## config.mk

```make
export PLATFORM = sky130hd
export DESIGN_NAME = grid_sample_conditioner
export DESIGN_NICKNAME = d
export VERILOG_FILES = /design/src/rtl/grid_cond_pkg.sv /design/src/rtl/grid_sample_conditioner_sample_accumulator.sv /design/src/rtl/grid_sample_conditioner.sv
export SDC_FILE = /design/constraint.sdc
export NUM_CORES = 1
export LEC_CHECK = 0
export ABC_AREA = 1
export BUFFER_PORTS_ARGS = -buffer_cell sky130_fd_sc_hd__buf_2
export CORE_ASPECT_RATIO = 1.2
export CORE_MARGIN = 10
export CORE_UTILIZATION = 51
export CTS_CLUSTER_SIZE = 8
export DETAILED_ROUTE_END_ITERATION = 8
export PLACE_DENSITY = 0.76
export SYNTH_ARGS = -nofsm -noshare
export SYNTH_HDL_FRONTEND = slang
export SYNTH_SLANG_ARGS = --single-unit
```

## constraint.sdc

```tcl
create_clock -name Clk -period 1.7 [get_ports Clk]
set_input_delay 0.085 -clock Clk [delete_from_list [all_inputs] [get_ports Clk]]
set_output_delay 0.085 -clock Clk [all_outputs]
set_load 0.01 [all_outputs]
```

## src/rtl/grid_cond_pkg.sv

```systemverilog
// Shared constants for the grid sample conditioner: FSM encoding and derived widths.
// Default-build constants match DATA_WIDTH=12, AVG_LOG2=2.
package grid_cond_pkg;

    localparam int unsigned DEF_DATA_WIDTH = 12;
    localparam int unsigned DEF_AVG_LOG2   = 2;

    localparam int unsigned ACC_WIDTH  = DEF_DATA_WIDTH + 1 + DEF_AVG_LOG2;
    localparam int unsigned FULL_SCALE = (1 << DEF_DATA_WIDTH) - 1;

    localparam logic [0:0] ACCUM = 1'b0;
    localparam logic [0:0] HOLD  = 1'b1;

    function automatic int unsigned acc_width(input int unsigned dw, input int unsigned al);
        return dw + 1 + al;
    endfunction

    // A zero-width counter is illegal, so pass-through mode keeps one constant-zero bit.
    function automatic int unsigned cnt_width(input int unsigned al);
        return (al > 0) ? al : 1;
    endfunction

endpackage

```

## src/rtl/grid_sample_conditioner_sample_accumulator.sv

```systemverilog
// Offset removal, signed block accumulator and sample counter.
// Emits a combinational done pulse and the floored block average on the last accepted sample.
module sample_accumulator
    import grid_cond_pkg::*;
#(
    parameter int unsigned DATA_WIDTH = 12,
    parameter int unsigned AVG_LOG2   = 2,
    parameter int          OFFSET     = 2048
) (
    input  logic                                clk,
    input  logic                                rst,
    input  logic [DATA_WIDTH-1:0]               sample,
    input  logic                                accept,
    output logic                                done,
    output logic signed [DATA_WIDTH+AVG_LOG2:0] avg
);

    localparam int unsigned AW = acc_width(DATA_WIDTH, AVG_LOG2);
    localparam int unsigned CW = cnt_width(AVG_LOG2);

    localparam logic [CW-1:0]               CNT_LAST = CW'((1 << AVG_LOG2) - 1);
    localparam logic signed [DATA_WIDTH:0]  OFF      = (DATA_WIDTH + 1)'(OFFSET);

    logic signed [DATA_WIDTH:0] d;
    logic signed [AW-1:0]       sum;
    logic signed [AW-1:0]       acc_q, acc_d;
    logic [CW-1:0]              cnt_q, cnt_d;
    logic                       last;

    assign d    = $signed({1'b0, sample}) - OFF;
    assign sum  = acc_q + AW'(d);
    assign last = (cnt_q == CNT_LAST);
    assign done = accept && last;

    // Arithmetic shift floors toward -infinity.
    assign avg = sum >>> AVG_LOG2;

    always_comb begin
        acc_d = acc_q;
        cnt_d = cnt_q;
        if (accept) begin
            if (last) begin
                acc_d = '0;
                cnt_d = '0;
            end else begin
                acc_d = sum;
                cnt_d = cnt_q + CW'(1);
            end
        end
    end

    always_ff @(posedge clk or posedge rst) begin
        if (rst) begin
            acc_q <= '0;
            cnt_q <= '0;
        end else begin
            acc_q <= acc_d;
            cnt_q <= cnt_d;
        end
    end

endmodule

```

## src/rtl/grid_sample_conditioner.sv

```systemverilog
// Grid-voltage conditioner: offset removal and 2^AVG_LOG2 block averaging between AXIS ports.
// Optional sticky clip flag enabled by macro GRID_COND_CLIP_DETECT_EN.
module grid_sample_conditioner
    import grid_cond_pkg::*;
#(
    parameter int unsigned DATA_WIDTH = 12,
    parameter int unsigned OUT_WIDTH  = 16,
    parameter int unsigned AVG_LOG2   = 2,
    parameter int          OFFSET     = 2048
) (
    input  logic                  Clk,
    input  logic                  Reset,
    input  logic [DATA_WIDTH-1:0] s_axis_tdata,
    input  logic                  s_axis_tvalid,
    output logic                  s_axis_tready,
    output logic [OUT_WIDTH-1:0]  m_axis_tdata,
    output logic                  m_axis_tvalid,
    input  logic                  m_axis_tready,
    output logic                  clip_o
);

    logic [0:0]                  state_q, state_d;
    logic                        s_ready_q, s_ready_d;
    logic                        m_valid_q, m_valid_d;
    logic [OUT_WIDTH-1:0]        m_data_q, m_data_d;
    logic                        accept;
    logic                        done;
    logic signed [DATA_WIDTH+AVG_LOG2:0] avg;

    assign accept        = s_axis_tvalid && s_ready_q;
    assign s_axis_tready = s_ready_q;
    assign m_axis_tvalid = m_valid_q;
    assign m_axis_tdata  = m_data_q;

    sample_accumulator #(
        .DATA_WIDTH (DATA_WIDTH),
        .AVG_LOG2   (AVG_LOG2),
        .OFFSET     (OFFSET)
    ) u_acc (
        .clk    (Clk),
        .rst    (Reset),
        .sample (s_axis_tdata),
        .accept (accept),
        .done   (done),
        .avg    (avg)
    );

    // Ready is registered so it reads 0 throughout reset and rises on the first edge after.
    always_comb begin
        state_d   = state_q;
        s_ready_d = s_ready_q;
        m_valid_d = m_valid_q;
        m_data_d  = m_data_q;
        unique case (state_q)
            ACCUM: begin
                s_ready_d = 1'b1;
                if (done) begin
                    m_data_d  = OUT_WIDTH'(avg);
                    m_valid_d = 1'b1;
                    s_ready_d = 1'b0;
                    state_d   = HOLD;
                end
            end
            HOLD: begin
                s_ready_d = 1'b0;
                if (m_axis_tready) begin
                    m_valid_d = 1'b0;
                    s_ready_d = 1'b1;
                    state_d   = ACCUM;
                end
            end
            default: begin
                state_d   = ACCUM;
                s_ready_d = 1'b0;
                m_valid_d = 1'b0;
            end
        endcase
    end

    always_ff @(posedge Clk or posedge Reset) begin
        if (Reset) begin
            state_q   <= ACCUM;
            s_ready_q <= 1'b0;
            m_valid_q <= 1'b0;
            m_data_q  <= '0;
        end else begin
            state_q   <= state_d;
            s_ready_q <= s_ready_d;
            m_valid_q <= m_valid_d;
            m_data_q  <= m_data_d;
        end
    end

`ifdef GRID_COND_CLIP_DETECT_EN
    logic clip_q;

    always_ff @(posedge Clk or posedge Reset) begin
        if (Reset) begin
            clip_q <= 1'b0;
        end else if (accept && ((s_axis_tdata == '0) || (s_axis_tdata == '1))) begin
            clip_q <= 1'b1;
        end
    end

    assign clip_o = clip_q;
`else
    assign clip_o = 1'b0;
`endif

endmodule

```

==> results of run 1 <==
## per-layer routing
layer / vias to the layer above / routed length (um)
met5: - / 0
met3: 9 / 298
met2: 49 / 2710
met1: 886 / 2190
met4: 0 / 82
li1: 987 / -
## cell families after synthesis
group / after synthesis
flip-flops: 33
AND/OR/NAND/NOR: 160
buffers and inverters: 50
XOR/XNOR: 8
adder cells (fa/ha/maj): 16
AO/OA/AOI/OAI: 25
other: 1
## timing repair
item,in CTS,in global routing
endpoints found under the hold margin,34,0
setup buffers,0,1
pin swaps,1,2
endpoints found under the setup margin,15,19
gates resized for setup,6,27
hold buffers,2,0
## power groups by stage
stage / combinational [W] / clock (W) / sequential, W
3_3_place_gp: 0.00252 / 0 / 0.00137
5_1_grt: 0.00333 / 0.000812 / 0.00147
4_1_cts: 0.00264 / 0.000782 / 0.00138
2_1_floorplan: 0.00188 / 0 / 0.00142
3_5_place_dp: 0.00256 / 0 / 0.00139
6_report: 0.00293 / 0.000778 / 0.00143
## flip-flops by register name, summed over array words and instances, names as in the netlist
register	count
u_acc.acc_q	15
m_axis_tdata	13
u_acc.cnt_q	2
m_axis_tvalid	1
s_axis_tready	1
state_q	1
## worst register-to-register path: cells and delay by family (launching register included)
kind | cells | cell delay [ns]
xor gates and xnor gates | 1 | 0.20
DFF | 1 | 0.38
adders and majority gates | 2 | 0.56
and+or+nand+nor | 4 | 0.31
AOI/OAI and AO/OA | 1 | 0.09
## metrics by stage
stage | util (%) | cell area (sq um)
floorplan | - | 2150
global placement | 58.9 | 2360
detailed placement | 58.9 | 2360
CTS | 63.0 | 2520
global route | 67.2 | 2690
finish | 67.2 | 2690
## worst paths after layout
check | from | end | cells past startpoint
worst min register to register | state_q$_DFF_PP0_ | m_axis_tvalid$_DFFE_PP0P_ | 1
worst min-delay path | s_axis_tdata[0] | u_acc.acc_q[0]$_DFFE_PP0P_ | 3
worst max-delay path | u_acc.acc_q[0]$_DFFE_PP0P_ | u_acc.acc_q[8]$_DFFE_PP0P_ | 8
min in group asynchronous | Reset | u_acc.acc_q[10]$_DFFE_PP0P_ | 4
worst max register to register | u_acc.acc_q[0]$_DFFE_PP0P_ | u_acc.acc_q[8]$_DFFE_PP0P_ | 8
max in group asynchronous | Reset | u_acc.acc_q[0]$_DFFE_PP0P_ | 4
## cell type report
class	instances	share of cell area, %
multi-input cells	210	48.0
flip-flops and latches	33	30.7
repair buffers	41	8.56
inverters	42	5.86
clock buffers	7	3.21
well taps	54	2.51
clock inverters	1	1.12
## synth_stat cells
library cell  instances
clkbuf_1              1
o21ai_1               6
nand2_4               2
nor2_2                4
nand2_1             113
xnor2_1               4
nand3b_1              2
buf_6                 1
inv_2                 4
nand4_1               2
nand2_2               4
dfrtp_1              33
inv_1                34
nor2_1                8
ha_1                 15
a21oi_1              11
conb_1                1
fa_1                  1
o21ai_0               6
xor2_1                4
or2_1                 2
buf_4                 6
a22o_1                2
clkinv_1              4
nand3_1              21
nand3_2               2
==> flow_summary.yaml, run 1 <==
outcome:
  status: "finished, final reports clean"
pwr:
  powerDensity_mw_per_mm2: 1910
  power_w: 0.00513
  p_leak_nw: 1.45
  switching_share_pct: 44.1
  vdd_drop_max_mv: 1.13
  internal_power_w: 0.00287
  p_seq_share_pct: 27.8
  p_switching_w: 0.00226
  p_clk_share_pct: 15.2
  combPwrFrac_pct: 57.0
global_route:
  first_global_vias: 1920
  grt_max_degree: 34
  track_usage_pct: 14.8
  grt_pass1_wl_um: 8730
  grtUsageMet1_pct: 16.7
  grt_util_met2_pct: 25.2
  grt_antenna_before_repair: 0
  overflow: 0
  grt_busiest_layer: "met2"
  use_met3_pct: 4.83
final_layout:
  final_nets: 365
  num-fill-cells: 347
  multi_input_area_sq_mm: 0.00129
  area_delta_synth_final_pct: 25.1
  layout-drive-gt1-share_pct: 26.0
  fin_cells: 388
  num_antenna_cells: 0
  regArea_sq_um: 826
  final_common_cell: "nand2_1"
  mostFrequentLayoutCells: "108 x nand2_1, 34 x inv_1, 33 x buf_2, 33 x dfrtp_1, 19 x nand3_1"
setup_path:
  slowest_stage: "dfrtp_1"
  critPathMaxFanout: 3
  crit_top_cell: "nand2_2"
  path_class: "reg2reg"
  cp_top_family: "adder cells"
  cp.required_ns: 1.87
  reg2reg_setup_slack_ns: 0.05
  path_cells: "ha_2 > fa_2 > nand3_2 > nand2_4 > nand2_2 > nand2_2 > xnor2_2 > o21ai_1"
  cp-end-kind: "flop"
  slowest_delay_ns: 0.38
  crit_arrival_ns: 1.82
  critPathLaunchType: "flop"
  critPathBufInv: 0
yosys:
  muxShareOfSynthArea_pct: 0
  syn_area_sq_mm: 0.00215
  synth_top_area_cell: "dfrtp_1"
  synthSimpleGateAreaFrac_pct: 32.2
  syn-num-nets: 325
  ys_seq_area_share_pct: 38.4
  ys_top_cells_by_area: "dfrtp_1 38%, nand2_1 20%, ha_1 8.7%"
  synthCells: 293
  synth_top_area_share_pct: 38.4
  synth_top_family_by_area: "simple AND/OR/NAND/NOR gates"
  synthAdderAreaFrac_pct: 9.66
  synth_xor_area_share_pct: 3.26
  ys_seq_elements: 33
  synth_cell_types: 26
  yosysWarnings: 0
  avgSynthCellArea_sq_um: 7.34
  synth_compound_area_share_pct: 6.17
clock_network:
  cts_tree: "done"
  clk_latency_ns: 0.29
  clock_path_buffers: 2
  path_clk_slew_ns: 0.07
  clock_sinks: 33
  cts_root_buf: "clkbuf_8"
  cts.htree.levels: 2
  cts_buffers: 5
timing:
  fin_ws_ns: 0.0501
  worstMarginPinSlew_ns: 0.540
  rsz0062_at_grt: "true"
  setup_viol: 0
  finalCritPeriodShare_pct: 97.1
  clock_skew_ns: 0.00896
  hold_slack_ns: 0.178
  hold_viol: 0
  layout_min_cycle_time_ns: 1.65
  finalSetupTns_ns: 0
  fmax_mhz: 606
  maxSlewHeadroom_pct: 64.0
  slew_violations: 0
placement:
  placed_cells: 377
  io_buffers: 33
  place_ws_ns: -0.118
  gp_congestion: 0.868
  dp_hpwl_um: 3820
die:
  die_area_sq_mm: 0.00722
  die_w_um: 79.3
  io_pins: 35
  initial_core_util_pct: 53.7
  core_region_area_sq_mm: 0.00400
  std_cell_rows: 25
  die_y_um: 91.1
run:
  drv_cap: 0
drt:
  vias: 1931
  drtAntennaViolNets: 0
  routed_via_density: 4.98
  wl_um: 5280
  routedWlPerCell_um: 13.6
  drt_pass1_iterations: 4
  drtIter0Drc: 75
  drcViolationCount: 0
min_path:
  min_path_type: "in2reg"
(Power assumes the default switching activity.)
==> run 2: changes to the inputs <==
--- a/config.mk
+++ b/config.mk
@@ -9,10 +9,10 @@
 export BUFFER_PORTS_ARGS = -buffer_cell sky130_fd_sc_hd__buf_2
 export CORE_ASPECT_RATIO = 1.2
 export CORE_MARGIN = 10
-export CORE_UTILIZATION = 51
+export CORE_UTILIZATION = 56
 export CTS_CLUSTER_SIZE = 8
 export DETAILED_ROUTE_END_ITERATION = 8
-export PLACE_DENSITY = 0.76
+export PLACE_DENSITY = 0.79
 export SYNTH_ARGS = -nofsm -noshare
 export SYNTH_HDL_FRONTEND = slang
 export SYNTH_SLANG_ARGS = --single-unit
==> constraint.sdc (replaced) <==
create_clock -name Clk -period 1.6 [get_ports Clk]
set_input_delay 0.08 -clock Clk [delete_from_list [all_inputs] [get_ports Clk]]
set_output_delay 0.08 -clock Clk [all_outputs]
set_load 0.01 [all_outputs]
==> flow_summary.yaml, run 2 (synthesized netlist as in run 1, its figures left out) <==
setup_path:
  endpoint: "m_axis_tdata[12]$_DFFE_PP0P_"
  cp_top_family: "simple AND/OR/NAND/NOR gates"
  startpoint: "u_acc.acc_q[0]$_DFFE_PP0P_"
  rr_worst_depth: 11
  cp.required_ns: 1.83
  path_class: "reg2reg"
  path_cells: "ha_4 > fa_2 > nand2_1 > nand2_1 > nand3_2 > nand2_4 > nand2_4 > nand2_2 > nand2_2 > nand3_2 > nand2_1"
  reg2reg_setup_slack_ns: -0.08
  rr_startpoint: "u_acc.acc_q[0]$_DFFE_PP0P_"
  critPathLaunchType: "flop"
  crit_top_cell: "nand2_1"
  crit_arrival_ns: 1.91
  r2r_end: "m_axis_tdata[12]$_DFFE_PP0P_"
  slowest_delay_ns: 0.41
  slowest_stage: "dfrtp_1"
  critPathMaxFanout: 3
  critPathBufInv: 0
  cp-end-kind: "flop"
  crit_cells: 11
clock_network:
  cts_root_buf: "clkbuf_8"
  path_clk_slew_ns: 0.07
  cts.htree.levels: 2
  clock_sinks: 33
  clk_latency_ns: 0.29
  cts_tree: "done"
  clock_path_buffers: 2
  cts_buffers: 5
final_layout:
  layout-drive-gt1-share_pct: 33.7
  final_common_cell: "nand2_1"
  regMostFlops: "u_acc.acc_q"
  num_antenna_cells: 0
  fin_util_pct: 79.3
  num-fill-cells: 258
  area_delta_synth_final_pct: 35.2
  fin_cells: 399
  mostFrequentLayoutCells: "100 x nand2_1, 34 x inv_1, 33 x buf_2, 33 x dfrtp_1, 19 x buf_4"
  final_nets: 378
  largest_reg_flops: 15
  fin_area_sq_mm: 0.00291
die:
  die_y_um: 87.9
  std_cell_rows: 24
  core_region_area_sq_mm: 0.00366
  initial_core_util_pct: 58.7
  io_pins: 35
  die_area_sq_mm: 0.00673
  die_w_um: 76.6
timing:
  setup_viol: 13
  fmax_mhz: 596
  finalCritPeriodShare_pct: 105
  clock_skew_ns: 0.00549
  hold_viol: 0
  fin_ws_ns: -0.0790
  finalSetupTns_ns: -0.475
  slew_violations: 0
  rsz0062_at_grt: "true"
  layout_min_cycle_time_ns: 1.68
placement:
  io_buffers: 33
  placed_cells: 382
  place_ws_ns: -0.218
  dpl_cell_area_sq_mm: 0.00241
  dp_hpwl_um: 3900
  gp_congestion: 0.878
drt:
  drt_pass1_iterations: 4
  routed_via_density: 5.02
  drtAntennaViolNets: 0
  vias: 2003
  drtIter0Drc: 83
  drcViolationCount: 0
  routedWlPerCell_um: 13.8
  wl_um: 5520
pwr:
  p_leak_nw: 1.55
  powerDensity_mw_per_mm2: 2040
  vdd_drop_max_mv: 1.38
run:
  drv_cap: 0
global_route:
  first_global_vias: 1978
  grt_antenna_before_repair: 0
  grt_max_degree: 34
  overflow: 0
  grt_pass1_wl_um: 8870
  track_usage_pct: 16.0
min_path:
  min_path_type: "in2reg"
outcome:
  status: "finished with violations"
  violations: "setup timing"
## run 2: where the power goes
| group | leakage (nW) | switching, W | total, W | internal [W] |
|---|---|---|---|---|
| Clock | 0.0585 | 0.000323 | 0.000831 | 0.000508 |
| Sequential | 0.409 | 0.000299 | 0.00153 | 0.00123 |
| Combinational | 1.08 | 0.00197 | 0.00357 | 0.00160 |
## run 2: layout make-up
cell class                      instances  area, sq um  share of cell area [%]
Clock inverter                          1         30.0                    1.03
Clock buffer                            7         86.3                    2.97
Timing Repair Buffer                   54          328                    11.3
Tap cell                               52         65.1                    2.24
Multi-Input combinational cell        210         1410                    48.6
Sequential cell                        33          826                    28.4
Inverter                               42          158                    5.43
## run 2: per-stage QoR
step / power (W) / hold slack, ns
floorplan: 0.00351 / 0.169
global placement: 0.00424 / 0.188
detailed placement: 0.00432 / 0.194
CTS: 0.00548 / 0.177
global route: 0.00644 / 0.196
finish: 0.00593 / 0.175
## run 2: worst min-delay path: stages
cell	delay, ns
buf_2	0.11
ha_4	0.12
a22o_1	0.12
## run 2: worst min path at each step
stage	startpoint	end	slack [ns]	cells past startpoint
global placement	Reset	m_axis_tdata[12]$_DFFE_PP0P_	0.19	3
floorplan	m_axis_tready	m_axis_tvalid$_DFFE_PP0P_	0.17	1
CTS	s_axis_tdata[0]	u_acc.acc_q[0]$_DFFE_PP0P_	0.18	3
global route	s_axis_tdata[0]	u_acc.acc_q[0]$_DFFE_PP0P_	0.20	3
detailed placement	Reset	m_axis_tdata[10]$_DFFE_PP0P_	0.19	3
finish	s_axis_tdata[0]	u_acc.acc_q[0]$_DFFE_PP0P_	0.18	3
## run 2: layer usage
metal	vias to the layer above	part of all wire, %	track usage, %
li1	1013	-	-
met1	929	43	18.0
met2	48	50	29.3
met3	13	5.0	4.92
met4	0	1.7	3.55
met5	-	0	0
## run 2: repair_timing
action | 4_1_cts | 5_1_grt
resized for setup | 21 | 29
endpoints found under the hold margin | 34 | 0
buffers inserted | 3 | 4
pin swaps | 9 | 8
endpoints found under the setup margin | 20 | 26
hold buffers | 2 | 0
==> run 3: changes to the inputs <==
--- a/config.mk
+++ b/config.mk
@@ -9,10 +9,11 @@
 export BUFFER_PORTS_ARGS = -buffer_cell sky130_fd_sc_hd__buf_2
 export CORE_ASPECT_RATIO = 1.2
 export CORE_MARGIN = 10
-export CORE_UTILIZATION = 56
+export CORE_UTILIZATION = 40
 export CTS_CLUSTER_SIZE = 8
 export DETAILED_ROUTE_END_ITERATION = 8
-export PLACE_DENSITY = 0.79
+export PLACE_DENSITY_LB_ADDON = 0.15
+export RECOVER_POWER = 25
 export SYNTH_ARGS = -nofsm -noshare
 export SYNTH_HDL_FRONTEND = slang
 export SYNTH_SLANG_ARGS = --single-unit
==> flow_summary.yaml, run 3 (synthesized netlist as in run 1, its figures left out) <==
timing:
  fin_ws_ns: -0.0642
  hold_viol: 0
  slew_violations: 0
  fmax_mhz: 601
  maxSlewHeadroom_pct: 44.3
  clock_skew_ns: 0.00761
  setup_viol: 8
  finalCritPeriodShare_pct: 104
  rsz0062_at_grt: "true"
  layout_min_cycle_time_ns: 1.66
  worstMarginPinSlew_ns: 0.836
clock_network:
  path_clk_slew_ns: 0.07
  clock_sinks: 33
  clk_latency_ns: 0.29
  cts_buffers: 5
  cts.htree.levels: 2
  cts_tree: "done"
  clock_path_buffers: 2
  cts_root_buf: "clkbuf_8"
final_layout:
  final_nets: 377
  num-fill-cells: 489
  layout-drive-gt1-share_pct: 33.2
  largest_reg_flops: 15
  regMostFlops: "u_acc.acc_q"
  num_antenna_cells: 0
  area_delta_synth_final_pct: 33.9
  final_common_cell: "nand2_1"
  fin_util_pct: 54.7
  mostFrequentLayoutCells: "104 x nand2_1, 34 x inv_1, 33 x buf_2, 33 x dfrtp_1, 17 x nand3_1"
pwr:
  powerDensity_mw_per_mm2: 2060
  p_leak_nw: 1.51
  combPwrFrac_pct: 60.1
  vdd_drop_max_mv: 1.02
  p_seq_share_pct: 25.7
  power_w: 0.00593
  p_clk_share_pct: 14.2
  internal_power_w: 0.00332
  switching_share_pct: 44.1
  p_switching_w: 0.00261
die:
  io_pins: 35
  die_y_um: 100
  std_cell_rows: 29
  core_region_area_sq_mm: 0.00526
  die_area_sq_mm: 0.00872
  initial_core_util_pct: 40.9
  die_w_um: 86.9
setup_path:
  cp-end-kind: "flop"
  cp.required_ns: 1.78
  path_class: "reg2reg"
  crit_arrival_ns: 1.85
  critPathMaxFanout: 3
  critPathLaunchType: "flop"
global_route:
  track_usage_pct: 13.1
  grt_max_degree: 34
  first_global_vias: 1954
  grt_pass1_wl_um: 9180
  grt_antenna_before_repair: 0
  overflow: 0
min_path:
  min_path_type: "in2reg"
drt:
  drtIter0Drc: 70
  vias: 1972
  routedWlPerCell_um: 14.2
  routed_via_density: 4.83
  drt_pass1_iterations: 4
  drcViolationCount: 0
  drtAntennaViolNets: 0
  wl_um: 5800
outcome:
  status: "finished with violations"
  violations: "setup timing"
placement:
  place_ws_ns: -0.299
  io_buffers: 33
  dp_hpwl_um: 4040
  gp_congestion: 0.894
run:
  drv_cap: 0
==> run 3: worst paths after layout <==
check	from	endpoint	slack (ns)	cells past startpoint
worst min register to register	state_q$_DFF_PP0_	m_axis_tvalid$_DFFE_PP0P_	0.44	1
min in group asynchronous	Reset	m_axis_tdata[7]$_DFFE_PP0P_	0.58	4
worst max register to register	u_acc.acc_q[0]$_DFFE_PP0P_	u_acc.acc_q[10]$_DFFE_PP0P_	-0.06	10
worst max-delay path	u_acc.acc_q[0]$_DFFE_PP0P_	u_acc.acc_q[10]$_DFFE_PP0P_	-0.06	10
max in group asynchronous	Reset	u_acc.acc_q[7]$_DFFE_PP0P_	0.49	4
worst min-delay path	s_axis_tdata[0]	u_acc.acc_q[0]$_DFFE_PP0P_	0.18	3
==> run 3: timing repair <==
item | CTS | global route
setup buffers | 1 | 7
hold buffers | 2 | 0
resized for setup | 14 | 38
cloned | 0 | 1
endpoints found under the hold margin | 34 | 0
pin swaps | 3 | 7
endpoints found under the setup margin | 23 | 25
==> run 3: worst max-delay path, stage by stage, from the launching register on <==
cell      delay (ns)
dfrtp_1         0.39
ha_2            0.19
fa_2            0.35
nand2_1         0.07
nand2_1         0.06
nand3_2         0.09
nand2_4         0.08
nand2_2         0.08
nand3b_1        0.11
nand3_1         0.10
nand2_1         0.05
==> run 3: per-layer routing <==
layer,track usage [%],share of wire (%),up-vias
li1,-,-,1011
met4,4.49,2.2,0
met3,3.81,4.8,12
met1,15.4,43,907
met2,22.0,50,42
met5,0,0,-
==> run 3: final cells by class <==
cell class	instances	area (sq um)	share of cell area (%)
flip-flops and latches	33	826	28.7
clock inverters	1	30.0	1.04
inverters	42	161	5.61
well taps	62	77.6	2.69
multi-input cells	210	1380	47.9
clock buffers	7	86.3	3.00
repair inverters	1	5.00	0.174
repair buffers	52	314	10.9
==> run 3: power by group through the flow <==
stage               Clock [W]  Combinational, W  Sequential (W)
global route         0.000882           0.00402         0.00157
CTS                  0.000863           0.00301         0.00148
finish               0.000843           0.00357         0.00152
detailed placement          0           0.00280         0.00148
global placement            0           0.00278         0.00147
floorplan                   0           0.00200         0.00151
==> run 3: metrics by stage <==
step	setup TNS, ns	instance area, sq um	cells	hold slack [ns]
CTS	-0.239	2620	400	0.175
global placement	-1.86	2400	389	0.197
detailed placement	-2.35	2400	389	0.198
finish	-0.262	2880	408	0.176
floorplan	0	2150	293	0.169
global route	-1.58	2880	408	0.183
